--- config.mk ---
export PLATFORM = sky130hd
export DESIGN_NAME = miner_nonce_sequencer
export DESIGN_NICKNAME = d
export VERILOG_FILES = /design/src/rtl/miner_nonce_sequencer.sv
export SDC_FILE = /design/constraint.sdc
export NUM_CORES = 1
export LEC_CHECK = 0
export BUFFER_PORTS_ARGS = -buffer_cell sky130_fd_sc_hd__buf_2
export CAP_MARGIN = 25
export CORE_MARGIN = 5
export CORE_UTILIZATION = 44
export CTS_CLUSTER_DIAMETER = 30
export CTS_CLUSTER_SIZE = 24
export DETAILED_ROUTE_END_ITERATION = 12
export GPL_ROUTABILITY_DRIVEN = 0
export PLACE_DENSITY = 0.68
export SYNTH_ARGS = -nofsm -noshare
export SYNTH_HDL_FRONTEND = slang
export SYNTH_SLANG_ARGS = --single-unit
--- constraint.sdc ---
create_clock -name clock -period 4.7 [get_ports clock]
set_input_delay 0.705 -clock clock [delete_from_list [all_inputs] [get_ports clock]]
set_output_delay 0.705 -clock clock [all_outputs]
set_load 0.005 [all_outputs]
--- src/rtl/miner_nonce_sequencer.sv ---
// miner_nonce_sequencer
//   Walks a 32-bit nonce range, issuing one request at a time to a hash core
//   and stopping on the first digest with cfg_difficulty leading zero bits.
// Ports:
//   clock, resetb          : clock, async active-low reset
//   cfg_start / cfg_abort  : one-cycle control pulses (abort has priority)
//   cfg_nonce_start/_end   : inclusive nonce range, cfg_difficulty: leading zeros
//   hash_req_*             : valid/ready nonce request to the hash core
//   hash_rsp_*             : one-cycle digest strobe from the hash core
//   busy, done, found, found_nonce, hash_count : search status
//   status                 : {8'hAB, state code} for GPIO observation
module miner_nonce_sequencer #(
  parameter int unsigned DIGEST_W = 256
) (
  input  logic                clock,
  input  logic                resetb,
  input  logic                cfg_start,
  input  logic                cfg_abort,
  input  logic [31:0]         cfg_nonce_start,
  input  logic [31:0]         cfg_nonce_end,
  input  logic [7:0]          cfg_difficulty,
  output logic                hash_req_valid,
  output logic [31:0]         hash_req_nonce,
  input  logic                hash_req_ready,
  input  logic                hash_rsp_valid,
  input  logic [DIGEST_W-1:0] hash_rsp_digest,
  output logic                busy,
  output logic                done,
  output logic                found,
  output logic [31:0]         found_nonce,
  output logic [31:0]         hash_count,
  output logic [15:0]         status
);

  typedef enum logic [2:0] {StIdle, StIssue, StWait, StCheck, StDone} state_e;

  state_e              r_state,       w_state_nxt;
  logic [31:0]         r_nonce,       w_nonce_nxt;
  logic [31:0]         r_end,         w_end_nxt;
  logic [7:0]          r_diff,        w_diff_nxt;
  logic [DIGEST_W-1:0] r_digest,      w_digest_nxt;
  logic                r_found,       w_found_nxt;
  logic [31:0]         r_found_nonce, w_found_nonce_nxt;
  logic [31:0]         r_count,       w_count_nxt;
  logic                r_done,        w_done_nxt;
  logic                w_match;

  // Match when the top r_diff digest bits (MSB first) are all zero.
  always_comb begin
    w_match = 1'b1;
    for (int unsigned i = 0; i < DIGEST_W; i++) begin
      if ((i < 32'(r_diff)) && r_digest[DIGEST_W-1-i]) begin
        w_match = 1'b0;
      end
    end
  end

  always_comb begin
    w_state_nxt       = r_state;
    w_nonce_nxt       = r_nonce;
    w_end_nxt         = r_end;
    w_diff_nxt        = r_diff;
    w_digest_nxt      = r_digest;
    w_found_nxt       = r_found;
    w_found_nonce_nxt = r_found_nonce;
    w_count_nxt       = r_count;
    w_done_nxt        = 1'b0;
    if (cfg_abort) begin
      // hash_count deliberately held so software can read partial progress
      w_state_nxt       = StIdle;
      w_found_nxt       = 1'b0;
      w_found_nonce_nxt = '0;
    end else begin
      unique case (r_state)
        StIdle, StDone: begin
          if (cfg_start) begin
            w_nonce_nxt       = cfg_nonce_start;
            w_end_nxt         = cfg_nonce_end;
            w_diff_nxt        = cfg_difficulty;
            w_found_nxt       = 1'b0;
            w_found_nonce_nxt = '0;
            w_count_nxt       = '0;
            if (cfg_nonce_start > cfg_nonce_end) begin
              w_state_nxt = StDone;
              w_done_nxt  = 1'b1;
            end else begin
              w_state_nxt = StIssue;
            end
          end
        end
        StIssue: begin
          if (hash_req_ready) w_state_nxt = StWait;
        end
        StWait: begin
          if (hash_rsp_valid) begin
            w_digest_nxt = hash_rsp_digest;
            w_state_nxt  = StCheck;
          end
        end
        StCheck: begin
          w_count_nxt = (r_count == '1) ? r_count : r_count + 32'd1;
          if (w_match) begin
            w_found_nxt       = 1'b1;
            w_found_nonce_nxt = r_nonce;
            w_state_nxt       = StDone;
            w_done_nxt        = 1'b1;
          end else if (r_nonce == r_end) begin
            // end-of-range test precedes increment so the nonce never wraps
            w_state_nxt = StDone;
            w_done_nxt  = 1'b1;
          end else begin
            w_nonce_nxt = r_nonce + 32'd1;
            w_state_nxt = StIssue;
          end
        end
        default: w_state_nxt = StIdle;
      endcase
    end
  end

  always_ff @(posedge clock or negedge resetb) begin
    if (!resetb) begin
      r_state       <= StIdle;
      r_nonce       <= '0;
      r_end         <= '0;
      r_diff        <= '0;
      r_digest      <= '0;
      r_found       <= 1'b0;
      r_found_nonce <= '0;
      r_count       <= '0;
      r_done        <= 1'b0;
    end else begin
      r_state       <= w_state_nxt;
      r_nonce       <= w_nonce_nxt;
      r_end         <= w_end_nxt;
      r_diff        <= w_diff_nxt;
      r_digest      <= w_digest_nxt;
      r_found       <= w_found_nxt;
      r_found_nonce <= w_found_nonce_nxt;
      r_count       <= w_count_nxt;
      r_done        <= w_done_nxt;
    end
  end

  always_comb begin
    status = 16'hAB40;
    unique case (r_state)
      StIdle:  status = 16'hAB40;
      StIssue: status = 16'hAB41;
      StWait:  status = 16'hAB42;
      StCheck: status = 16'hAB43;
      StDone:  status = r_found ? 16'hAB51 : 16'hAB50;
      default: status = 16'hAB40;
    endcase
  end

  assign hash_req_valid = (r_state == StIssue);
  assign hash_req_nonce = r_nonce;
  assign busy           = (r_state == StIssue) || (r_state == StWait) || (r_state == StCheck);
  assign done           = r_done;
  assign found          = r_found;
  assign found_nonce    = r_found_nonce;
  assign hash_count     = r_count;

endmodule
==> flow_metrics.py <==
metrics = {
    "final_layout": {
        "syn_to_final_growth_pct": 30.3,
        "nets": 2772,
        "multi_input_area_um2": 9870,
        "fin_cells": 3110,
        "drive_gt1_frac": 0.380,
        "fill_cells": 3927,
        "regArea_um2": 9910,
    },
    "logic_synthesis": {
        "synth.largest_area_cell": "dfrtp_1",
        "avgSynthCellArea_um2": 10.5,
        "syn_inst": 1970,
        "synth-simple-area-share": 0.115,
        "synth_top_area_frac": 0.481,
        "async_flop_share": 1.00,
        "syn_area_um2": 20600,
        "synth_top_family_by_area": "compound AO/OA/AOI/OAI gates",
        "yosys_warnings": 0,
        "ys_seq_elements": 396,
        "ys_types": 79,
        "synthTopCellsByArea": "dfrtp_1, mux2_2, o21ai_0",
        "synth.mux.area_fraction": 0.136,
        "synth_edf_count": 0,
        "synth-xor-area-share": 0.0242,
        "synth_fa_ha_area_frac": 0.0245,
        "synth_compound_area_frac": 0.175,
        "seq_area_frac_synth": 0.481,
        "ys.flop_type": "dfrtp_1",
    },
    "pwr": {
        "pwr-share-seq": 0.337,
        "p_comb_frac": 0.218,
        "total_power_mw": 15.4,
        "ir_drop_mv": 0.448,
        "p_leak_nw": 12.6,
        "clkPwrFrac": 0.445,
        "power.internal_mw": 10.7,
        "power.share.switching": 0.310,
        "power_switching_mw": 4.78,
        "power_density_nw_per_um2": 575,
    },
    "timing": {
        "period_minus_slack_ns": 4.42,
        "worst_pin_slew_ns": 1.06,
        "hold_viol": 0,
        "fmax_mhz": 226,
        "setup_violations": 0,
        "postLayoutSetupSlackWorst_ns": 0.283,
        "rsz0062_at_grt": "false",
        "relSlewSlack": 0.294,
        "drv_slew": 0,
        "tns_ns": 0,
        "hold_ws_ns": 0.240,
        "skew_ns": 0.0212,
        "fin_crit_sh": 0.940,
    },
    "critical_path": {
        "worstSetupEndpoint": "found_nonce[19]",
        "rr_endpoint": "found_nonce[19]",
        "cp-startpoint": "r_diff[1]",
        "worstPathArrival_ns": 4.94,
        "worstSetupPathType": "reg2reg",
        "required_ns": 5.23,
        "reg2reg_depth": 11,
        "start_kind": "flip-flop",
        "end_kind": "flip-flop",
        "path_max_fanout": 34,
        "r2r-start": "r_diff[1]",
        "r2r_setup_slack_ns": 0.28,
    },
    "placed_design": {
        "pre_cts_slack_ns": 0.210,
        "portBuffers": 435,
        "dp.cells": 2912,
        "place_hpwl_mm": 56.1,
    },
    "routing": {
        "viasPerCell": 6.09,
        "routed_wire_length_per_instance_um": 25.1,
        "wl_mm": 78.0,
        "ant_nets": 0,
        "remaining_drc_errors": 0,
        "drt_first_pass_iters": 7,
        "drt-initial-drc-count": 2032,
        "vias": 18900,
    },
    "floorplan": {
        "row_count": 79,
        "die_x_um": 226,
        "fp.dieH_um": 226,
        "start_util": 0.443,
        "core_area_um2": 46500,
        "ios": 450,
        "fp.dieArea_um2": 51200,
    },
    "grt": {
        "grt_pass1_wl_mm": 115,
        "grt.busiest_layer": "met2",
        "first_global_vias": 19000,
        "use_met2": 0.440,
        "overflow": 0,
        "grt_max_degree": 132,
        "grt_usage": 0.294,
        "grt_use_met1": 0.374,
        "use_met3": 0.0959,
        "antenna_found_initial": 31,
    },
    "worst_hold_path": {
        "holdCritPathClass": "in2async",
    },
    "clock_tree": {
        "cts_made_buffers": 94,
        "ctsLongestPathBuffers": 3,
        "cts_tree": "yes",
        "path_clk_slew_ns": 0.05,
        "clk_latency_ns": 0.62,
        "h-tree-depth": 3,
        "numClockSinks": 396,
        "cts-root-buf": "clkbuf_16",
        "hold_buffers": 0,
    },
    "flow_run": {
        "drv_cap": 0,
    },
    "status": {
        "status": "finished clean",
    },
}
per-layer routing:
| metal | share of wire | wire (um) | up-vias |
|---|---|---|---|
| met1 | 0.38 | 29500 | 9244 |
| met4 | 0.060 | 4690 | 14 |
| met5 | 0.0012 | 97 | - |
| li1 | - | - | 8195 |
| met3 | 0.11 | 8750 | 306 |
| met2 | 0.45 | 35000 | 1184 |
registers in the layout (all words and copies together) (netlist names):
name / cells
done: 1
found_nonce: 32
hash_count: 32
hash_req_nonce: 32
r_digest: 255
found: 1
r_state: 3
r_diff: 8
r_end: 32
critical path, cell delays in order (launching register included):
cell       delay (ns)
dfrtp_1          0.63
or3_2            0.78
a2111oi_1        0.45
o22ai_1          0.14
or4b_1           0.62
nor4_2           0.40
nand4_2          0.28
buf_4            0.34
nor2_2           0.22
buf_12           0.20
nand2_1          0.07
a21oi_1          0.17
area by class of cell:
cell class	count	area share
Clock buffer	123	0.0990
Antenna cell	22	0.00205
Tap cell	607	0.0283
Timing Repair Buffer	494	0.101
Clock inverter	50	0.0267
Inverter	42	0.00588
Multi-Input combinational cell	1376	0.368
Sequential cell	396	0.369
what timing repair did:
action | 4_1_cts | 5_1_grt
setup endpoints to repair | 0 | 62
gates resized for setup | 0 | 5
setup buffers | 0 | 3
how the worst min path moves through the flow:
| stage | startpoint | to | slack (ns) |
|---|---|---|---|
| 3_3_place_gp | r_digest[158] | r_digest[158] | 0.48 |
| 6_report | resetb | r_digest[121] | 0.24 |
| 5_1_grt | hash_rsp_digest[13] | r_digest[13] | 0.30 |
| 3_5_place_dp | r_digest[158] | r_digest[158] | 0.49 |
| 2_1_floorplan | resetb | done | 0.41 |
| 4_1_cts | resetb | r_digest[121] | 0.26 |
cells in the final DEF (no fill, tap or decap), types with 13 or more instances in the layout:
cell,n
buf_4,53
a21oi_1,92
nor2_1,88
mux2_2,248
clkinv_2,13
xnor2_1,40
clkbuf_1,13
conb_1,13
clkbuf_16,97
o21a_1,16
and3_1,27
o21ai_0,175
and4_1,14
a311oi_1,17
o211ai_1,88
inv_1,42
nand2_1,157
nor4_1,14
or3_1,22
a21o_1,23
nor3_1,15
buf_2,434
a211oi_1,16
ha_1,34
dfrtp_1,395
nand3_1,28
xor2_1,17
clkbuf_8,13
nand4_1,34
bufinv_16,15
diode_2,22
Yosys cell counts, drive strengths merged, types with 5 or more instances:
cell type	count
or4b	7
and2	13
a21o	23
nand2	159
dfrtp	396
a2111oi	6
ha	34
o211ai	88
or4	5
nand3	28
nor2b	10
nor2	90
mux2	248
a31o	6
a211oi	23
o21a	16
a311oi	18
nor3	16
and3	27
a41oi	6
o22ai	10
nor4	15
maj3	8
or3	23
a21oi	92
o21ai	181
a22oi	5
buf	52
or2	8
inv	42
o2111ai	7
o31a	6
a31oi	10
o221ai	6
xnor2	40
xor2	17
nand4	35
clkbuf	115
o22a	5
and4	14
power by group through the flow:
stage	clock (mW)	combinational, mW	sequential (mW)
after floorplan	0	2.21	4.77
after global placement	0	3.16	5.16
after detailed placement	0	3.25	5.19
after CTS	6.92	3.29	5.16
after global routing	7.11	3.60	5.27
final	6.87	3.36	5.20
through the flow:
stage	area (um2)	utilization
after global placement	23400	0.503
after floorplan	20600	-
after detailed placement	23400	0.503
after global routing	26800	0.577
final	26800	0.578
after CTS	26700	0.576
logic make-up after synthesis:
family,after synthesis
AO/OA/AOI/OAI,548
multiplexers,249
adder cells (fa/ha/maj),42
XOR/XNOR,57
AND/OR/NAND/NOR,467
flip-flops,396
other,2
buffers and inverters,209
Power figures use the tool's default switching activity.
